File: src/rtl/chimera_clu_pwr_seq.sv
// ============================================================================
//  Module   : chimera_clu_pwr_seq
//  Purpose  : Round-robin, one-at-a-time clock/reset/isolation sequencer for
//             the Chimera compute clusters. Optional CHIMERA_CLU_PWR_SEQ_IRQ_EN
//             adds a completion pulse and the ID of the completed cluster.
//  Revision : 1.0
// ============================================================================
`default_nettype none

module chimera_clu_pwr_seq #(
    parameter int unsigned NUM_CLUSTERS      = 5,
    parameter int unsigned CLK_SETTLE_CYCLES = 4,
    parameter int unsigned RST_SETTLE_CYCLES = 8,
    parameter int unsigned ISO_CYCLES        = 2,
    localparam int unsigned SEL_W = (NUM_CLUSTERS > 1) ? $clog2(NUM_CLUSTERS) : 1
) (
    input  logic                    soc_clk_i,
    input  logic                    rst_ni,
    input  logic [NUM_CLUSTERS-1:0] en_req_i,
    output logic [NUM_CLUSTERS-1:0] clu_clk_en_o,
    output logic [NUM_CLUSTERS-1:0] clu_rst_no,
    output logic [NUM_CLUSTERS-1:0] clu_iso_o,
    output logic [NUM_CLUSTERS-1:0] clu_on_o,
    output logic                    busy_o,
    output logic [SEL_W-1:0]        sel_o
`ifdef CHIMERA_CLU_PWR_SEQ_IRQ_EN
    ,
    output logic                    done_irq_o,
    output logic [SEL_W-1:0]        done_id_o
`endif
);

    localparam int unsigned MAX_A    = (CLK_SETTLE_CYCLES > RST_SETTLE_CYCLES) ?
                                       CLK_SETTLE_CYCLES : RST_SETTLE_CYCLES;
    localparam int unsigned MAX_WAIT = (MAX_A > ISO_CYCLES) ? MAX_A : ISO_CYCLES;
    localparam int unsigned CNT_W    = $clog2(MAX_WAIT + 1);

    // Counter loads N-1 so each state lasts exactly N cycles.
    localparam logic [CNT_W-1:0] C_CLK_LOAD = CNT_W'(CLK_SETTLE_CYCLES - 1);
    localparam logic [CNT_W-1:0] C_RST_LOAD = CNT_W'(RST_SETTLE_CYCLES - 1);
    localparam logic [CNT_W-1:0] C_ISO_LOAD = CNT_W'(ISO_CYCLES - 1);

    typedef enum logic [2:0] {
        ST_IDLE   = 3'd0,
        ST_UP_CLK = 3'd1,
        ST_UP_RST = 3'd2,
        ST_UP_ISO = 3'd3,
        ST_DN_ISO = 3'd4,
        ST_DN_RST = 3'd5,
        ST_DN_CLK = 3'd6
    } state_e;

    state_e                  state_q;
    logic [CNT_W-1:0]        cnt_q;
    logic [SEL_W-1:0]        ptr_q;
    logic [SEL_W-1:0]        sel_q;
    logic                    busy_q;
    logic [NUM_CLUSTERS-1:0] clk_en_q;
    logic [NUM_CLUSTERS-1:0] rst_n_q;
    logic [NUM_CLUSTERS-1:0] iso_q;
    logic [NUM_CLUSTERS-1:0] on_q;
`ifdef CHIMERA_CLU_PWR_SEQ_IRQ_EN
    logic                    done_irq_q;
    logic [SEL_W-1:0]        done_id_q;
`endif

    logic [NUM_CLUSTERS-1:0] pending_d;
    logic                    pick_vld_d;
    logic [SEL_W-1:0]        pick_idx_d;
    logic [SEL_W-1:0]        cand_d;
    logic [SEL_W-1:0]        ptr_d;

    assign pending_d = en_req_i ^ on_q;
    assign ptr_d     = (sel_q == SEL_W'(NUM_CLUSTERS - 1)) ? '0 : sel_q + 1'b1;

    // First pending cluster at or after the round-robin pointer, with wrap.
    always_comb begin
        pick_vld_d = 1'b0;
        pick_idx_d = '0;
        cand_d     = '0;
        for (int off = 0; off < int'(NUM_CLUSTERS); off++) begin
            cand_d = SEL_W'((int'(ptr_q) + off) % int'(NUM_CLUSTERS));
            if (!pick_vld_d && pending_d[cand_d]) begin
                pick_vld_d = 1'b1;
                pick_idx_d = cand_d;
            end
        end
    end

    always_ff @(posedge soc_clk_i or negedge rst_ni) begin
        if (!rst_ni) begin
            state_q    <= ST_IDLE;
            cnt_q      <= '0;
            ptr_q      <= '0;
            sel_q      <= '0;
            busy_q     <= 1'b0;
            clk_en_q   <= '0;
            rst_n_q    <= '0;
            iso_q      <= '1;
            on_q       <= '0;
`ifdef CHIMERA_CLU_PWR_SEQ_IRQ_EN
            done_irq_q <= 1'b0;
            done_id_q  <= '0;
`endif
        end else begin
`ifdef CHIMERA_CLU_PWR_SEQ_IRQ_EN
            done_irq_q <= 1'b0;
`endif
            case (state_q)
                ST_IDLE: begin
                    if (pick_vld_d) begin
                        sel_q  <= pick_idx_d;
                        busy_q <= 1'b1;
                        if (on_q[pick_idx_d]) begin
                            state_q            <= ST_DN_ISO;
                            iso_q[pick_idx_d]  <= 1'b1;
                            on_q[pick_idx_d]   <= 1'b0;
                            cnt_q              <= C_ISO_LOAD;
                        end else begin
                            state_q              <= ST_UP_CLK;
                            clk_en_q[pick_idx_d] <= 1'b1;
                            cnt_q                <= C_CLK_LOAD;
                        end
                    end
                end
                ST_UP_CLK: begin
                    if (cnt_q == '0) begin
                        state_q        <= ST_UP_RST;
                        rst_n_q[sel_q] <= 1'b1;
                        cnt_q          <= C_RST_LOAD;
                    end else begin
                        cnt_q <= cnt_q - 1'b1;
                    end
                end
                ST_UP_RST: begin
                    if (cnt_q == '0) begin
                        state_q      <= ST_UP_ISO;
                        iso_q[sel_q] <= 1'b0;
                        on_q[sel_q]  <= 1'b1;
                    end else begin
                        cnt_q <= cnt_q - 1'b1;
                    end
                end
                ST_DN_ISO: begin
                    if (cnt_q == '0) begin
                        state_q        <= ST_DN_RST;
                        rst_n_q[sel_q] <= 1'b0;
                        cnt_q          <= C_RST_LOAD;
                    end else begin
                        cnt_q <= cnt_q - 1'b1;
                    end
                end
                ST_DN_RST: begin
                    if (cnt_q == '0) begin
                        state_q         <= ST_DN_CLK;
                        clk_en_q[sel_q] <= 1'b0;
                    end else begin
                        cnt_q <= cnt_q - 1'b1;
                    end
                end
                ST_UP_ISO, ST_DN_CLK: begin
                    state_q    <= ST_IDLE;
                    busy_q     <= 1'b0;
                    ptr_q      <= ptr_d;
`ifdef CHIMERA_CLU_PWR_SEQ_IRQ_EN
                    done_irq_q <= 1'b1;
                    done_id_q  <= sel_q;
`endif
                end
                default: begin
                    state_q <= ST_IDLE;
                    busy_q  <= 1'b0;
                end
            endcase
        end
    end

    assign clu_clk_en_o = clk_en_q;
    assign clu_rst_no   = rst_n_q;
    assign clu_iso_o    = iso_q;
    assign clu_on_o     = on_q;
    assign busy_o       = busy_q;
    assign sel_o        = sel_q;
`ifdef CHIMERA_CLU_PWR_SEQ_IRQ_EN
    assign done_irq_o   = done_irq_q;
    assign done_id_o    = done_id_q;
`endif

endmodule

`default_nettype wire

File: config.mk
export PLATFORM = sky130hd
export DESIGN_NAME = chimera_clu_pwr_seq
export DESIGN_NICKNAME = d
export VERILOG_FILES = /design/src/rtl/chimera_clu_pwr_seq.sv
export SDC_FILE = /design/constraint.sdc
export NUM_CORES = 1
export LEC_CHECK = 0
export ABC_AREA = 0
export ABC_CLOCK_PERIOD_IN_PS = 9330
export CAP_MARGIN = 20
export CORE_MARGIN = 2
export CORE_UTILIZATION = 35
export CTS_CLUSTER_SIZE = 10
export DETAILED_ROUTE_END_ITERATION = 6
export DONT_BUFFER_PORTS = 1
export PLACE_DENSITY_LB_ADDON = 0.1
export SLEW_MARGIN = 20
export SYNTH_ARGS = -nofsm -noshare
export SYNTH_HDL_FRONTEND = slang
export SYNTH_SLANG_ARGS = --single-unit
export TNS_END_PERCENT = 30
File: constraint.sdc
create_clock -name soc_clk_i -period 9.33 [get_ports soc_clk_i]
set_input_delay 1.866 -clock soc_clk_i [delete_from_list [all_inputs] [get_ports soc_clk_i]]
set_output_delay 1.866 -clock soc_clk_i [all_outputs]
set_load 0.02 [all_outputs]
==> impl_metrics.prom <==
# TYPE chip_impl_metric gauge
chip_impl_metric{name="finalCriticalPeriod",unit="ns"} 6.304
chip_impl_metric{name="io_buffer_count",unit=""} 0
chip_impl_metric{name="post-route-drc-count",unit=""} 0
chip_impl_metric{name="synth_top_area_share",unit="%"} 20.52
chip_impl_info{name="cpLargestDelayFamily",value="compound AO/OA/AOI/OAI gates"} 1
chip_impl_metric{name="r2r_slack",unit="ns"} 3.03
chip_impl_metric{name="drt_first_pass_iters",unit=""} 4
chip_impl_metric{name="detail_route.wirelength",unit="um"} 9440
chip_impl_metric{name="cts_hold_repair.buffers",unit=""} 0
chip_impl_metric{name="coreArea",unit="um^2"} 9774
chip_impl_metric{name="dpl.hpwl",unit="um"} 7105
chip_impl_metric{name="clock-skew-final",unit="ns"} 0.01376
chip_impl_metric{name="fp.dieW",unit="um"} 104.5
chip_impl_metric{name="critical_path_peak_fanout",unit=""} 37
chip_impl_metric{name="finish.cell_count_without_fillers",unit=""} 546
chip_impl_metric{name="synth.net_count",unit=""} 456
chip_impl_metric{name="asyncSetResetFlopFracSynth",unit="%"} 100.0
chip_impl_info{name="hp-class",value="flip-flop to flip-flop"} 1
chip_impl_metric{name="finalMaxSlewViolations",unit=""} 0
chip_impl_metric{name="track_usage",unit="%"} 17.47
chip_impl_info{name="clk_root_buffer_cell",value="sky130_fd_sc_hd__clkbuf_8"} 1
chip_impl_metric{name="worst_setup_hold_path_clk_slew",unit="ns"} 0.08
chip_impl_info{name="tritoncts",value="built"} 1
chip_impl_metric{name="antenna_found_initial",unit=""} 0
chip_impl_metric{name="drt-vias-per-instance",unit=""} 5.711
chip_impl_metric{name="detail_route.wl_per_cell",unit="um"} 17.29
chip_impl_metric{name="sum_neg_setup_slack",unit="ns"} 0
chip_impl_metric{name="total_number_of_h_tree_levels",unit=""} 2
chip_impl_metric{name="post_cts_resized",unit=""} 0
chip_impl_metric{name="initialDrtViolationCount",unit=""} 121
chip_impl_metric{name="synth_seq_area_share",unit="%"} 24.24
chip_impl_metric{name="via_count",unit=""} 3118
chip_impl_metric{name="worst_slew_margin_rel",unit="%"} 53.42
chip_impl_metric{name="clock.fmax",unit="GHz"} 0.1586
chip_impl_metric{name="effective_utilization_at_floorplan",unit="%"} 36.18
chip_impl_metric{name="inserted_clock_buffers",unit=""} 5
chip_impl_info{name="synth_common_cells",value="sky130_fd_sc_hd__o21ai_0, sky130_fd_sc_hd__nand2_1, sky130_fd_sc_hd__nor2_1"} 1
chip_impl_metric{name="placed_cells",unit=""} 538
chip_impl_info{name="crit_type",value="flip-flop to flip-flop"} 1
chip_impl_metric{name="die_h",unit="um"} 104.5
chip_impl_metric{name="worstPathRequired",unit="ns"} 9.52
chip_impl_info{name="cp_common_cell",value="sky130_fd_sc_hd__ha_1"} 1
chip_impl_metric{name="synth_area_per_cell",unit="um^2"} 8.359
chip_impl_info{name="synth.largest_area_cell",value="sky130_fd_sc_hd__dfrtp_1"} 1
chip_impl_info{name="timing.critical_path.cells",value="buf_4, clkinv_1, ha_1, inv_1, ha_1, nor3b_1, a22oi_1, nand2_1, ha_1, nor2b_1, o211ai_1, o211a_1, o211a_1, o32a_1, a2111o_1, nor2_1, a22o_1, mux2_4, a21o_1, o31a_1"} 1
chip_impl_metric{name="yosysUniqueCellTypes",unit=""} 75
chip_impl_metric{name="fin_nets",unit=""} 445
chip_impl_metric{name="syn_inst",unit=""} 423
chip_impl_info{name="endpoint_kind",value="flip-flop"} 1
chip_impl_metric{name="cp_data_arrival_time",unit="ns"} 6.49
chip_impl_metric{name="place_worst_setup_slack",unit="ns"} 3.120
chip_impl_metric{name="first_pass_grt_wire_length",unit="um"} 15790
chip_impl_metric{name="fin_ws",unit="ns"} 3.027
chip_impl_metric{name="antenna_cells_inserted",unit=""} 0
chip_impl_metric{name="final.fill_count",unit=""} 1047
chip_impl_metric{name="placement_rows",unit=""} 36
chip_impl_metric{name="post_cts_setup_repair_buffer_count",unit=""} 0
chip_impl_metric{name="setup_viol",unit=""} 0
chip_impl_metric{name="post_synth_instance_area",unit="um^2"} 3536
chip_impl_metric{name="boundaryPins",unit=""} 31
chip_impl_info{name="prevailing_post_synth_register_cell",value="sky130_fd_sc_hd__dfrtp_1"} 1
chip_impl_metric{name="first_global_vias",unit=""} 3040
chip_impl_metric{name="critical_path.max_stage_delay",unit="ns"} 0.78
chip_impl_metric{name="gp_congestion",unit=""} 0.8644
chip_impl_info{name="critical-path-slowest-cell",value="sky130_fd_sc_hd__ha_1"} 1
chip_impl_metric{name="fp.dieArea",unit="um^2"} 10920
chip_impl_metric{name="final_layout_size_suffix_gt1_share",unit="%"} 10.17
chip_impl_info{name="rsz0062_at_grt",value="false"} 1
chip_impl_info{name="setup.worst_path.start_class",value="flip-flop"} 1
chip_impl_metric{name="drtAntennaViolNets",unit=""} 0
chip_impl_metric{name="overflow",unit=""} 0
chip_impl_metric{name="grt_start_max_net_pins",unit=""} 38
chip_impl_metric{name="post_synth_edffs",unit=""} 0
chip_impl_info{name="yosysMostFrequentCell",value="sky130_fd_sc_hd__o21ai_0"} 1
chip_impl_metric{name="final_hold_viol_count",unit=""} 0
chip_impl_metric{name="clock_latency_on_the_worst_skew_pair",unit="ns"} 0.30
chip_impl_metric{name="synth-seq-cells",unit=""} 34
chip_impl_metric{name="worst_pin_slew",unit="ns"} 0.6969
chip_impl_metric{name="crit_buf_inv",unit=""} 3
chip_impl_metric{name="cts.path.max_buffers",unit=""} 2
chip_impl_metric{name="layout_stage_area_growth_over_the_synthesis_result",unit="%"} 5.237
chip_impl_metric{name="cts_sinks",unit=""} 34
chip_impl_info{name="synth.area.top_cells",value="sky130_fd_sc_hd__dfrtp_1, sky130_fd_sc_hd__ha_1, sky130_fd_sc_hd__o21ai_0"} 1
chip_impl_metric{name="count_of_yosys_warnings_during_synthesis",unit=""} 0
chip_impl_metric{name="finalCritPeriodShare",unit="%"} 67.56
chip_impl_info{name="status",value="completed"} 1
chip_impl_metric{name="cap_viol_max_count",unit=""} 0
[cell type report]
type	count	area (um^2)	area share (%)
multi-input cells	345	2494	67.01
repair buffers	3	22.52	0.6052
clock inverters	2	12.51	0.3362
clock buffers	6	82.58	2.219
inverters	23	86.33	2.320
well taps	133	166.4	4.472
flip-flops and latches	34	857.1	23.03
[stage by stage]
stage                     instance area (um^2)  hold WS (ns)  util (%)
after floorplan                           3536        0.4886         -
after global placement                    3626        0.5126     37.10
after detailed placement                  3626        0.5146     37.10
after CTS                                 3721        0.5288     38.07
after global routing                      3721        0.5388     38.07
final                                     3721        0.5208     38.07
[cell usage in the layout (no fill, tap or decap), types with 5 or more instances in the layout]
cell type and n:
sky130_fd_sc_hd__a21boi_0 5, sky130_fd_sc_hd__a21o_1 5, sky130_fd_sc_hd__a21oi_1 20, sky130_fd_sc_hd__a31oi_1 6
sky130_fd_sc_hd__clkbuf_8 6, sky130_fd_sc_hd__dfrtp_1 29, sky130_fd_sc_hd__dfstp_2 5, sky130_fd_sc_hd__ha_1 25
sky130_fd_sc_hd__inv_1 19, sky130_fd_sc_hd__mux2i_1 13, sky130_fd_sc_hd__nand2_1 36, sky130_fd_sc_hd__nand2b_1 9
sky130_fd_sc_hd__nand3_1 5, sky130_fd_sc_hd__nor2_1 30, sky130_fd_sc_hd__nor3_1 15, sky130_fd_sc_hd__o211a_1 6
sky130_fd_sc_hd__o211ai_1 5, sky130_fd_sc_hd__o21a_1 7, sky130_fd_sc_hd__o21ai_0 44, sky130_fd_sc_hd__o31ai_1 7
sky130_fd_sc_hd__or3_1 6, sky130_fd_sc_hd__xnor2_1 6, sky130_fd_sc_hd__xor2_1 5
[worst paths after layout]
path	to	startpoint	cells past startpoint
setup / recovery	state_q[2]$_DFFE_PN0P_	ptr_q[0]$_DFFE_PN0P_	20
hold / removal	clu_iso_o[4]$_DFFE_PN1P_	clu_iso_o[4]$_DFFE_PN1P_	2
setup reg to reg	state_q[2]$_DFFE_PN0P_	ptr_q[0]$_DFFE_PN0P_	20
hold reg to reg	clu_iso_o[4]$_DFFE_PN1P_	clu_iso_o[4]$_DFFE_PN1P_	2
max in group asynchronous	clu_iso_o[1]$_DFFE_PN1P_	rst_ni	0
min in group asynchronous	clu_clk_en_o[4]$_DFFE_PN0P_	rst_ni	0
[layer usage]
| layer | wire length, um | GRT usage [%] | part of all wire (%) | vias up |
|---|---|---|---|---|
| met5 | 0 | 0 | 0 | - |
| met4 | 88 | 3.571 | 0.93 | 0 |
| met3 | 349 | 2.632 | 3.7 | 7 |
| met2 | 4664 | 30.49 | 49 | 52 |
| met1 | 4338 | 22.83 | 46 | 1504 |
| li1 | - | - | - | 1555 |
[worst register-to-register path: cells and delay by family (launching register included)]
kind	cells	cell delay, ns
compound gates	9	2.47
fa+ha+maj	3	1.22
buf+inv	3	1.01
flops	1	0.32
mux	1	0.36
simple gates	4	0.80
[cells by family after synthesis]
family | share of synthesized area (%)
AO/OA/AOI/OAI | 32.34
AND/OR/NAND/NOR | 17.27
buffers and inverters | 5.237
flip-flops | 24.24
adder cells (fa/ha/maj) | 9.413
multiplexers | 7.395
XOR/XNOR | 4.105
Power is not shown: default switching activity piles up to over one toggle a cycle in this logic, so the estimate is an artifact.
